`config.mk`:
```
export PLATFORM = sky130hd
export DESIGN_NAME = tiny1_mmio_uart_hub
export DESIGN_NICKNAME = d
export VERILOG_FILES = /design/src/rtl/tiny1_mmio_pkg.sv /design/src/rtl/tiny1_byte_fifo.sv /design/src/rtl/tiny1_mmio_uart_hub.sv
export SDC_FILE = /design/constraint.sdc
export NUM_CORES = 1
export LEC_CHECK = 0
export ABC_AREA = 1
export BUFFER_PORTS_ARGS = -buffer_cell sky130_fd_sc_hd__buf_4
export CORE_ASPECT_RATIO = 1.1
export CORE_UTILIZATION = 56
export CTS_CLUSTER_SIZE = 12
export DETAILED_ROUTE_END_ITERATION = 8
export GPL_TIMING_DRIVEN = 1
export PLACE_DENSITY = 0.79
export SYNTH_ARGS = -nofsm -noshare
export SYNTH_HDL_FRONTEND = slang
export SYNTH_SLANG_ARGS = --single-unit
```
`constraint.sdc`:
```
create_clock -name clk -period 2.45 [get_ports clk]
set_input_delay 0.49 -clock clk [delete_from_list [all_inputs] [get_ports clk]]
set_output_delay 0.49 -clock clk [all_outputs]
set_load 0.01 [all_outputs]
```
`src/rtl/tiny1_mmio_pkg.sv`:
```
// tiny1_mmio_pkg: shared constants and types for the tiny1 MMIO UART hub.
//   - per-channel register offsets within a channel block
//   - global register addresses (IRQ_PEND, IRQ_DONE)
//   - STATUS bit positions
//   - IRQ handshake FSM state type
package tiny1_mmio_pkg;

  localparam int unsigned OFF_STATUS = 0;
  localparam int unsigned OFF_RXDATA = 1;
  localparam int unsigned OFF_TXDATA = 2;
  localparam int unsigned OFF_IRQEN  = 3;
  localparam int unsigned OFF_CLR    = 4;

  localparam int unsigned ADDR_IRQ_PEND = 513;
  localparam int unsigned ADDR_IRQ_DONE = 514;

  localparam int ST_RXNE   = 0;
  localparam int ST_TXNF   = 1;
  localparam int ST_RXOVF  = 2;
  localparam int ST_TXDROP = 3;

  typedef enum logic [1:0] {
    IRQ_IDLE    = 2'd0,
    IRQ_RAISED  = 2'd1,
    IRQ_SERVICE = 2'd2
  } irq_state_e;

endpackage

```
`src/rtl/tiny1_byte_fifo.sv`:
```
// tiny1_byte_fifo: byte FIFO of depth 2**AW.
//   clk, rst   : clock, async active-low reset (empties the FIFO)
//   push, din  : write request and byte
//   pop        : read request (ignored when empty)
//   full/empty : occupancy flags
//   count      : occupancy, AW+1 bits
//   head       : byte at the read pointer, 0 when empty
//   drop       : push refused this cycle (full and no pop to make room)
module tiny1_byte_fifo #(
  parameter int AW = 4
) (
  input  logic        clk,
  input  logic        rst,
  input  logic        push,
  input  logic        pop,
  input  logic [7:0]  din,
  output logic        full,
  output logic        empty,
  output logic [AW:0] count,
  output logic [7:0]  head,
  output logic        drop
);
  localparam int DEPTH = 1 << AW;

  logic [7:0]    mem_q [DEPTH];
  logic [AW-1:0] wp_q, rp_q;
  logic [AW:0]   cnt_q;
  logic          do_push, do_pop;

  // count never exceeds DEPTH, so its MSB alone marks full
  assign full  = cnt_q[AW];
  assign empty = (cnt_q == '0);
  assign count = cnt_q;
  assign head  = empty ? 8'h00 : mem_q[rp_q];

  // a pop in the same cycle frees the slot the push needs
  assign do_pop  = pop & ~empty;
  assign do_push = push & (~full | do_pop);
  assign drop    = push & full & ~do_pop;

  always_ff @(posedge clk or negedge rst) begin
    if (!rst) begin
      wp_q  <= '0;
      rp_q  <= '0;
      cnt_q <= '0;
    end else begin
      if (do_push) wp_q <= wp_q + 1'b1;
      if (do_pop)  rp_q <= rp_q + 1'b1;
      case ({do_push, do_pop})
        2'b10:   cnt_q <= cnt_q + 1'b1;
        2'b01:   cnt_q <= cnt_q - 1'b1;
        default: cnt_q <= cnt_q;
      endcase
    end
  end

  // storage needs no reset; head is masked while empty
  always_ff @(posedge clk) begin
    if (do_push) mem_q[wp_q] <= din;
  end

endmodule

```
`src/rtl/tiny1_mmio_uart_hub.sv`:
```
// tiny1_mmio_uart_hub: MMIO hub serving NCH byte UART channels.
//   clk, rst          : clock, async active-low reset
//   sel, addr, wdata  : mmap select, word address, write data
//   wr, rd            : write/read strobes (qualified by sel)
//   rdata             : read data, registered, valid the cycle after rd
//   uart_din/valid    : per-channel RX byte and push strobe
//   uart_out/valid    : per-channel TX FIFO head and non-empty
//   uart_out_ready    : per-channel TX sink accept
//   irq, irqack       : interrupt request / acknowledge pulse
//   halt              : 1-cycle pulse after a write to HALT_ADDR
module tiny1_mmio_uart_hub
  import tiny1_mmio_pkg::*;
#(
  parameter int NCH       = 2,
  parameter int FIFO_AW   = 4,
  parameter int CH_STRIDE = 8,
  parameter int HALT_ADDR = 512
) (
  input  logic               clk,
  input  logic               rst,
  input  logic               sel,
  input  logic [10:0]        addr,
  input  logic [15:0]        wdata,
  input  logic               wr,
  input  logic               rd,
  output logic [15:0]        rdata,
  input  logic [8*NCH-1:0]   uart_din,
  input  logic [NCH-1:0]     uart_valid,
  output logic [8*NCH-1:0]   uart_out,
  output logic [NCH-1:0]     uart_out_valid,
  input  logic [NCH-1:0]     uart_out_ready,
  output logic               irq,
  input  logic               irqack,
  output logic               halt
);

  logic        rd_act, wr_act, done_wr;
  logic [15:0] ch_rdata [NCH];
  logic [NCH-1:0] pend;
  logic [15:0] rdata_d, rdata_q;
  logic        halt_q, irq_d, irq_q;
  irq_state_e  state_d, state_q;

  assign rd_act  = sel & rd;
  assign wr_act  = sel & wr;
  assign done_wr = wr_act & (addr == 11'(ADDR_IRQ_DONE));

  for (genvar c = 0; c < NCH; c++) begin : g_ch
    localparam logic [11:0] BASE = 12'(c * CH_STRIDE);
    localparam logic [11:0] LIM  = 12'((c + 1) * CH_STRIDE);

    logic        blk;
    logic [11:0] off;
    logic        hit_st, hit_rx, hit_tx, hit_en, hit_clr;
    logic        rx_full, rx_empty, rx_drop, tx_full, tx_empty, tx_drop;
    logic [FIFO_AW:0] rx_cnt, tx_cnt;
    logic [7:0]  rx_head, tx_head, rx_sat;
    logic [15:0] cnt16;
    logic        rx_ovf_q, tx_drop_q;
    logic [1:0]  irqen_q;

    assign blk     = ({1'b0, addr} >= BASE) && ({1'b0, addr} < LIM);
    assign off     = {1'b0, addr} - BASE;
    assign hit_st  = blk && (off == 12'(OFF_STATUS));
    assign hit_rx  = blk && (off == 12'(OFF_RXDATA));
    assign hit_tx  = blk && (off == 12'(OFF_TXDATA));
    assign hit_en  = blk && (off == 12'(OFF_IRQEN));
    assign hit_clr = blk && (off == 12'(OFF_CLR));

    tiny1_byte_fifo #(.AW(FIFO_AW)) u_rx (
      .clk   (clk),
      .rst   (rst),
      .push  (uart_valid[c]),
      .pop   (rd_act & hit_rx),
      .din   (uart_din[8*c +: 8]),
      .full  (rx_full),
      .empty (rx_empty),
      .count (rx_cnt),
      .head  (rx_head),
      .drop  (rx_drop)
    );

    tiny1_byte_fifo #(.AW(FIFO_AW)) u_tx (
      .clk   (clk),
      .rst   (rst),
      .push  (wr_act & hit_tx),
      .pop   (~tx_empty & uart_out_ready[c]),
      .din   (wdata[7:0]),
      .full  (tx_full),
      .empty (tx_empty),
      .count (tx_cnt),
      .head  (tx_head),
      .drop  (tx_drop)
    );

    assign uart_out[8*c +: 8] = tx_head;
    assign uart_out_valid[c]  = ~tx_empty;

    // rx_count field is 8 bits wide; deeper FIFOs saturate at 255
    assign cnt16  = 16'(rx_cnt);
    assign rx_sat = (cnt16 > 16'd255) ? 8'hFF : cnt16[7:0];

    always_ff @(posedge clk or negedge rst) begin
      if (!rst) begin
        rx_ovf_q  <= 1'b0;
        tx_drop_q <= 1'b0;
        irqen_q   <= 2'b00;
      end else begin
        if (wr_act && hit_en) irqen_q <= wdata[1:0];
        // a fresh drop wins over a same-cycle clear so no event is lost
        if (rx_drop)                              rx_ovf_q <= 1'b1;
        else if (wr_act && hit_clr && wdata[ST_RXOVF]) rx_ovf_q <= 1'b0;
        if (tx_drop)                                tx_drop_q <= 1'b1;
        else if (wr_act && hit_clr && wdata[ST_TXDROP]) tx_drop_q <= 1'b0;
      end
    end

    assign pend[c] = (irqen_q[0] & ~rx_empty) | (irqen_q[1] & tx_empty);

    always_comb begin
      ch_rdata[c] = 16'h0000;
      if (hit_st) begin
        ch_rdata[c][15:8]      = rx_sat;
        ch_rdata[c][ST_RXNE]   = ~rx_empty;
        ch_rdata[c][ST_TXNF]   = ~tx_full;
        ch_rdata[c][ST_RXOVF]  = rx_ovf_q;
        ch_rdata[c][ST_TXDROP] = tx_drop_q;
      end else if (hit_rx) begin
        ch_rdata[c] = {8'h00, rx_head};
      end else if (hit_en) begin
        ch_rdata[c] = {14'h0000, irqen_q};
      end
    end
  end

  // channel blocks are disjoint, so OR-ing them is a plain mux
  always_comb begin
    rdata_d = 16'h0000;
    for (int c = 0; c < NCH; c++) rdata_d = rdata_d | ch_rdata[c];
    if (addr == 11'(ADDR_IRQ_PEND)) rdata_d = 16'(pend);
  end

  always_comb begin
    state_d = state_q;
    unique case (state_q)
      IRQ_IDLE:    if (|pend)   state_d = IRQ_RAISED;
      IRQ_RAISED:  if (irqack)  state_d = IRQ_SERVICE;
      IRQ_SERVICE: if (done_wr) state_d = IRQ_IDLE;
      default:                  state_d = IRQ_IDLE;
    endcase
    irq_d = (state_d == IRQ_RAISED);
  end

  always_ff @(posedge clk or negedge rst) begin
    if (!rst) begin
      state_q <= IRQ_IDLE;
      irq_q   <= 1'b0;
      halt_q  <= 1'b0;
      rdata_q <= 16'h0000;
    end else begin
      state_q <= state_d;
      irq_q   <= irq_d;
      halt_q  <= wr_act && (addr == 11'(HALT_ADDR));
      if (rd_act) rdata_q <= rdata_d;
    end
  end

  assign rdata = rdata_q;
  assign irq   = irq_q;
  assign halt  = halt_q;

endmodule

```
==> impl_metrics.csv, run 1 <==
group,metric,value,unit
clock_network,insertion_delay,0.62,ns
layout,final_common_cell,"edfxtp_1",
floorplan,die_area,45200,um2
placed_design,io_buffers,77,
yosys,ys_warn_count,0,
yosys,synth-edff-count,512,
layout,fin_nets,2445,
pwr,p_leak,11.4,nW
clock_network,cts_sinks,589,
sta,relSlewSlack,44.3,%
layout,final_cell_mix,"512 x edfxtp_1, 338 x nor2_1, 259 x buf_4, 218 x o21ai_0, 160 x nand2_1",
floorplan,core,43500,um2
clock_network,clockBufferDepth,3,
floorplan,initial_utilization,57.0,%
sta,setup_viol_count_final,16,
yosys,syn_inst,2064,
placed_design,gp_congestion,0.946,
drt,drt-total-wl,68400,um
sta,slew_viol_final,0,
sta,min_period,2.90,ns
yosys,synth_cell_types,47,
run_status,outcome,"finished with violations",
sta,fin_crit_sh,118,%
layout,multi_input_area,7480,um2
clock_network,numCtsBuffers,58,
drt,drc,0,
drt,drtAntennaViolNets,0,
floorplan,fp-row-count,80,
setup_path,cp_max_fo,8,
yosys,syn_avg_cell_area,12.0,um2
clock_network,root_buffer,"clkbuf_16",
placed_design,dp_slack,-0.692,ns
run_status,failed_checks,"negative setup slack",
setup_path,critical_path_class,"reg2out",
global_routing,grt_max_degree,68,
global_routing,grt_pass1_wl,99500,um
clock_network,clkTransAtPathRegs,0.06,ns
drt,wl_per_cell,23.0,um
worst_hold_path,hold_class,"in2reg",
placed_design,hpwlAfterDp,39400,um
drt,num_vias,18400,
worst_hold_path,min_to,"g_ch[0].rx_ovf_q$_DFFE_PN0P_",
pwr,p_total,30.6,mW
global_routing,antenna_found_initial,1,
floorplan,die_x,203,um
global_routing,gr-usage-all-layers,28.8,%
layout,seqCellArea,17300,um2
global_routing,grt_remaining_overflow,0,
sta,setup_ws,-0.451,ns
sta,finalHoldViolations,0,
pwr,vdd_ir_drop_max,0.000729,V
drt,dr.pass1.iters,6,
sta,fin_skew,0.0170,ns
drt,viasPerCell,6.17,
clock_network,cts_tree,"done",
setup_path,arrival,2.41,ns
global_routing,grt_pass1_vias,18200,
job,maxCapViolations,0,
setup_path,regToRegStartpoint,"g_ch[0].u_rx.count[4]$_DFFE_PN0P_",
layout,stdcell_count,2976,
sta,grt_setup_unrepaired,"yes",
drt,drtIter0Drc,2359,
placed_design,placed_cells,2816,
floorplan,ios,89,
yosys,seq_area_frac_synth,69.7,%
pwr,powerDensity,986,nW/um2
floorplan,die_h,223,um
worst_hold_path,whs_path_depth,3,
layout,drive_gt1_share,25.9,%
sta,fmax,0.345,GHz
yosys,postSynth.asyncResetShare,13.1,%
clock_network,ctsHtreeMaxLevel,2,
setup_path,r2r_slack,0.03,ns
setup_path,critPathCaptureType,"output pin",
worst_hold_path,min_from,"uart_valid[0]",
yosys,netlist_area,24800,um2
sta,tightest_slew,0.833,ns
yosys,synth_seq_cells,589,
sta,hold_ws,0.184,ns
setup_path,worstReg2RegEnd,"g_ch[0].u_rx.count[4]$_DFFE_PN0P_",
layout,fill_cells,2670,
setup_path,r2r_cells,17,
layout,area_delta_synth_final,25.0,%
setup_path,required,1.96,ns
yosys,ys.flop_type,"edfxtp_1",
setup_path,critPathLaunchType,"flip-flop",
==> through the flow <==
stage	util, %	area, um2	setup TNS [ns]
2_1_floorplan	-	25000	-0.703
3_3_place_gp	63.5	27700	-136.41
3_5_place_dp	63.5	27700	-150.58
4_1_cts	69.3	30200	-3.63
5_1_grt	71.2	31000	-5.67
6_report	71.2	31000	-4.88
==> cell families (layout without fill, tap and decap cells) <==
| logic type | Yosys count | after routing | share of synthesized area, % |
|---|---|---|---|
| AO/OA/AOI/OAI | 500 | 500 | 12.0 |
| XOR/XNOR | 31 | 31 | 1.09 |
| adder cells (fa/ha/maj) | 39 | 39 | 2.06 |
| buffers and inverters | 221 | 556 | 3.40 |
| flip-flops | 589 | 589 | 69.7 |
| multiplexers | 10 | 10 | 0.403 |
| other | 1 | 4 | 0.0151 |
| AND/OR/NAND/NOR | 673 | 673 | 11.3 |
==> state kept, by name, summed over array words and instances, names as in the netlist <==
signal,count
g_ch.u_rx.mem_q,256
g_ch.u_tx.mem_q,256
rdata,13
g_ch.u_rx.count,10
g_ch.u_tx.count,10
g_ch.u_rx.rp_q,8
g_ch.u_rx.wp_q,8
g_ch.u_tx.rp_q,8
g_ch.u_tx.wp_q,8
g_ch.irqen_q,4
g_ch.rx_ovf_q,2
g_ch.tx_drop_q,2
state_q,2
halt,1
irq,1
==> where the power goes <==
| group | internal [mW] | switching, mW |
|---|---|---|
| clock network | 4.87 | 3.57 |
| logic | 4.23 | 5.94 |
| registers | 11.6 | 0.411 |
| total | 20.7 | 9.93 |
==> layout make-up <==
class                           instances  share of cell area [%]
Clock buffer                          101                    5.47
Clock inverter                          7                   0.290
Multi-Input combinational cell       1256                    24.1
Sequential cell                       589                    55.8
Antenna cell                            1                 0.00807
Tap cell                              574                    2.32
Inverter                              122                    1.62
Timing Repair Buffer                  326                    10.4
==> routing by layer <==
metal	track usage, %	up-vias	wire length, um
met3	4.46	247	6270
met1	35.5	8871	24300
met2	49.0	1167	34400
met4	15.4	0	3400
li1	-	8073	-
met5	0	-	0
==> cell usage after synthesis (5+ instances only) <==
cell type / number / area share [%]
o21ai_0: 297 / 6.0
nand3_1: 51 / 1.0
dfrtp_1: 77 / 7.8
o211ai_1: 17 / 0.51
ha_1: 36 / 1.8
nand4_1: 17 / 0.43
a21oi_1: 40 / 0.81
clkinv_1: 5 / 0.076
xor2_1: 27 / 0.95
mux2i_1: 10 / 0.40
buf_1: 6 / 0.091
inv_1: 110 / 1.7
nor2_1: 397 / 6.0
nand2_1: 169 / 2.6
o221ai_1: 67 / 2.4
o32ai_1: 13 / 0.46
o22ai_1: 48 / 1.2
inv_2: 7 / 0.11
edfxtp_1: 512 / 62
nor3_1: 8 / 0.16
nand2_2: 5 / 0.13
nor2_4: 5 / 0.23
nor4_1: 5 / 0.13
a22o_1: 5 / 0.18
clkbuf_1: 87 / 1.3
==> critical path, cell delays in order, from the launching register on <==
cell and delay [ns]:
dfrtp_2 0.47, clkinv_4 0.11, buf_6 0.11, clkbuf_16 0.15, o21ai_1 0.09, o221ai_1 0.29, nand3_1 0.24, a21oi_2 0.21
buf_4 0.14
==> worst max-delay path by stage <==
stage / from / end / cells after the start
after floorplan: addr[7] / g_ch[0].u_tx.count[4]$_DFFE_PN0P_ / 17
after global placement: addr[4] / g_ch[1].u_tx.count[4]$_DFFE_PN0P_ / 22
after detailed placement: addr[4] / g_ch[1].u_tx.count[3]$_DFFE_PN0P_ / 21
after CTS: g_ch[0].u_tx.rp_q[0]$_DFFE_PN0P_ / uart_out[7] / 10
after global routing: g_ch[1].u_tx.rp_q[0]$_DFFE_PN0P_ / uart_out[14] / 8
final: g_ch[1].u_tx.rp_q[0]$_DFFE_PN0P_ / uart_out[14] / 8
==> repair_timing <==
| action | in CTS | in global routing |
|---|---|---|
| setup endpoints to repair | 27 | 120 |
| cloned | 11 | 8 |
| pin swaps | 47 | 83 |
| setup buffers | 10 | 23 |
| endpoints found under the hold margin | 32 | 0 |
| resized for setup | 124 | 158 |
| hold buffers | 1 | 0 |
Note: power is estimated with default switching activity, not from simulation.
==> inputs of run 2 (changes only) <==
--- a/config.mk
+++ b/config.mk
@@ -8,11 +8,11 @@
 export ABC_AREA = 1
 export BUFFER_PORTS_ARGS = -buffer_cell sky130_fd_sc_hd__buf_4
 export CORE_ASPECT_RATIO = 1.1
-export CORE_UTILIZATION = 56
+export CORE_UTILIZATION = 23
 export CTS_CLUSTER_SIZE = 12
 export DETAILED_ROUTE_END_ITERATION = 8
 export GPL_TIMING_DRIVEN = 1
-export PLACE_DENSITY = 0.79
+export PLACE_DENSITY = 0.41
 export SYNTH_ARGS = -nofsm -noshare
 export SYNTH_HDL_FRONTEND = slang
 export SYNTH_SLANG_ARGS = --single-unit
==> run 2 against run 1 <==
Net effect: the flow finishes with violations (design-rule violations, negative setup slack); first-iteration DRC count is 50% lower; clock power is 24% higher; clock skew is 0.015 ns higher; sequential power hardly changed; utilization is 40 points lower; sequential share of layout area is 3.6 points lower; worst hold slack worse by 0.046 ns; register-to-register slack better by 0.05 ns; design area is 6.9% higher; critical path depth is 1 higher; combinational power hardly changed; non-clock buffer count is 34 higher; critical path type unchanged; critical endpoint is now uart_out[0]; largest cell class unchanged.
==> impl_metrics.csv, run 2 (same netlist as run 1, synthesis figures left out) <==
group,metric,value,unit
run_status,outcome,"finished with violations",
run_status,failed_checks,"design-rule violations, negative setup slack",
sta,relSlewSlack,31.0,%
pwr,pwr-share-comb,31.6,%
layout,drive_gt1_share,29.1,%
setup_path,cp_max_fo,7,
layout,fin_nets,2491,
drt,wl_per_cell,19.3,um
drt,drtIter0Drc,1181,
floorplan,initial_utilization,23.2,%
worst_hold_path,whs_path_depth,3,
layout,post-route-cell-area,33200,um2
worst_hold_path,min_to,"g_ch[0].rx_ovf_q$_DFFE_PN0P_",
job,maxCapViolations,0,
layout,final_cell_mix,"512 x edfxtp_1, 336 x nor2_1, 288 x buf_4, 219 x o21ai_0, 160 x nand2_1",
pwr,p_leak,11.9,nW
sta,tightest_slew,1.03,ns
pwr,powerDensity,987,nW/um2
floorplan,core,107000,um2
layout,antenna_cells,0,
sta,fin_crit_sh,112,%
setup_path,r2r_slack,0.08,ns
global_routing,gr-usage-all-layers,13.5,%
pwr,swShare,31.5,%
setup_path,regToRegStartpoint,"g_ch[0].u_tx.count[2]$_DFFE_PN0P_",
layout,final_common_cell,"edfxtp_1",
floorplan,die_h,347,um
sta,fmax,0.365,GHz
floorplan,ios,89,
clock_network,ctsHtreeMaxLevel,3,
setup_path,critical_path_class,"reg2out",
global_routing,grt_pass1_vias,17800,
clock_network,cts_sinks,589,
sta,setup_viol_count_final,16,
drt,num_vias,17500,
layout,area_delta_synth_final,33.6,%
placed_design,gp_congestion,0.835,
layout,stdcell_count,3865,
sta,setup_tns,-3.94,ns
drt,drt-total-wl,74700,um
placed_design,hpwlAfterDp,47900,um
pwr,power_switching,10.3,mW
global_routing,grt_remaining_overflow,0,
pwr,p_int,22.4,mW
global_routing,antenna_found_initial,3,
pwr,vdd_ir_drop_max,0.000493,V
placed_design,placed_area,29000,um2
clock_network,clkTransAtPathRegs,0.06,ns
global_routing,grt_max_degree,78,
setup_path,r2r_cells,16,
layout,final_core_util,30.9,%
clock_network,root_buffer,"clkbuf_16",
setup_path,worstReg2RegEnd,"g_ch[0].u_tx.count[4]$_DFFE_PN0P_",
setup_path,arrival,2.25,ns
pwr,power.share.clock,31.9,%
setup_path,critPathCaptureType,"output pin",
placed_design,io_buffers,77,
drt,drtAntennaViolNets,0,
sta,slew_viol_final,0,
sta,setup_ws,-0.286,ns
drt,viasPerCell,4.52,
worst_hold_path,min_from,"uart_valid[0]",
clock_network,numCtsBuffers,70,
setup_path,critPathLaunchType,"flip-flop",
sta,grt_setup_unrepaired,"yes",
floorplan,die_area,109000,um2
setup_path,required,1.96,ns
clock_network,insertion_delay,0.62,ns
drt,drc,7,
sta,finalHoldViolations,0,
pwr,seq_power_share,36.5,%
sta,fin_skew,0.0323,ns
clock_network,clockBufferDepth,3,
worst_hold_path,hold_class,"in2reg",
placed_design,placed_cells,3681,
floorplan,die_x,315,um
sta,min_period,2.74,ns
drt,dr.pass1.iters,9,
clock_network,cts_tree,"done",
floorplan,fp-row-count,126,
global_routing,grt_pass1_wl,111000,um
-- run 2: through the flow --
step | setup slack, ns | hold slack (ns) | total power [mW]
detailed placement | -0.683 | 0.478 | 19.3
floorplan | -0.201 | 0.194 | 16.1
CTS | -0.326 | 0.107 | 32.2
global placement | -0.699 | 0.476 | 19.2
global route | -0.387 | 0.134 | 34.3
finish | -0.286 | 0.138 | 32.7
-- run 2: worst max-delay path by stage --
| stage | from | endpoint |
|---|---|---|
| floorplan | addr[7] | g_ch[0].u_tx.count[4]$_DFFE_PN0P_ |
| global placement | addr[4] | g_ch[1].u_tx.count[4]$_DFFE_PN0P_ |
| detailed placement | addr[9] | g_ch[0].u_rx.count[4]$_DFFE_PN0P_ |
| CTS | g_ch[1].u_tx.rp_q[0]$_DFFE_PN0P_ | uart_out[12] |
| global route | g_ch[0].u_tx.rp_q[0]$_DFFE_PN0P_ | uart_out[3] |
| finish | g_ch[0].u_tx.rp_q[0]$_DFFE_PN0P_ | uart_out[0] |
-- run 2: timing repair --
item                                    4_1_cts  5_1_grt
pin swaps                                    54       89
resized for setup                           153      166
hold endpoints to repair                     77        0
hold buffers                                  1        0
setup buffers                                14       22
endpoints found under the setup margin       21      209
gates cloned                                 18        3
-- run 2: worst max-delay path, stage by stage (launching register included) --
cell and delay [ns]:
dfrtp_2 0.44, clkinv_4 0.11, buf_12 0.12, buf_16 0.12, buf_12 0.13, nor2_2 0.04, o221ai_2 0.20, nand3_1 0.13
a21oi_2 0.19, buf_4 0.14
-- run 2: routing by layer --
layer / vias to the layer above / global-route usage (%) / share of wire, %
li1: 8186 / - / -
met1: 8802 / 18.1 / 45
met2: 361 / 22.0 / 48
met3: 108 / 2.44 / 5.0
met4: 4 / 4.05 / 2.1
met5: - / 0 / 0.035
-- run 2: final cells by class --
| cell class | count | area (um2) |
|---|---|---|
| Fill cell | 10800 | 74000 |
| Clock buffer | 94 | 1970 |
| Clock inverter | 36 | 363 |
| Sequential cell | 589 | 17300 |
| Tap cell | 1408 | 1760 |
| Multi-Input combinational cell | 1256 | 7630 |
| Inverter | 122 | 510 |
| Timing Repair Buffer | 360 | 3620 |
-- run 2: power groups by stage --
stage	registers [mW]	logic, mW	clock network, mW
CTS	11.9	9.53	10.8
global route	12.0	11.1	11.1
global placement	12.1	7.14	0
floorplan	12.0	4.01	0
detailed placement	12.1	7.22	0
finish	11.9	10.3	10.5
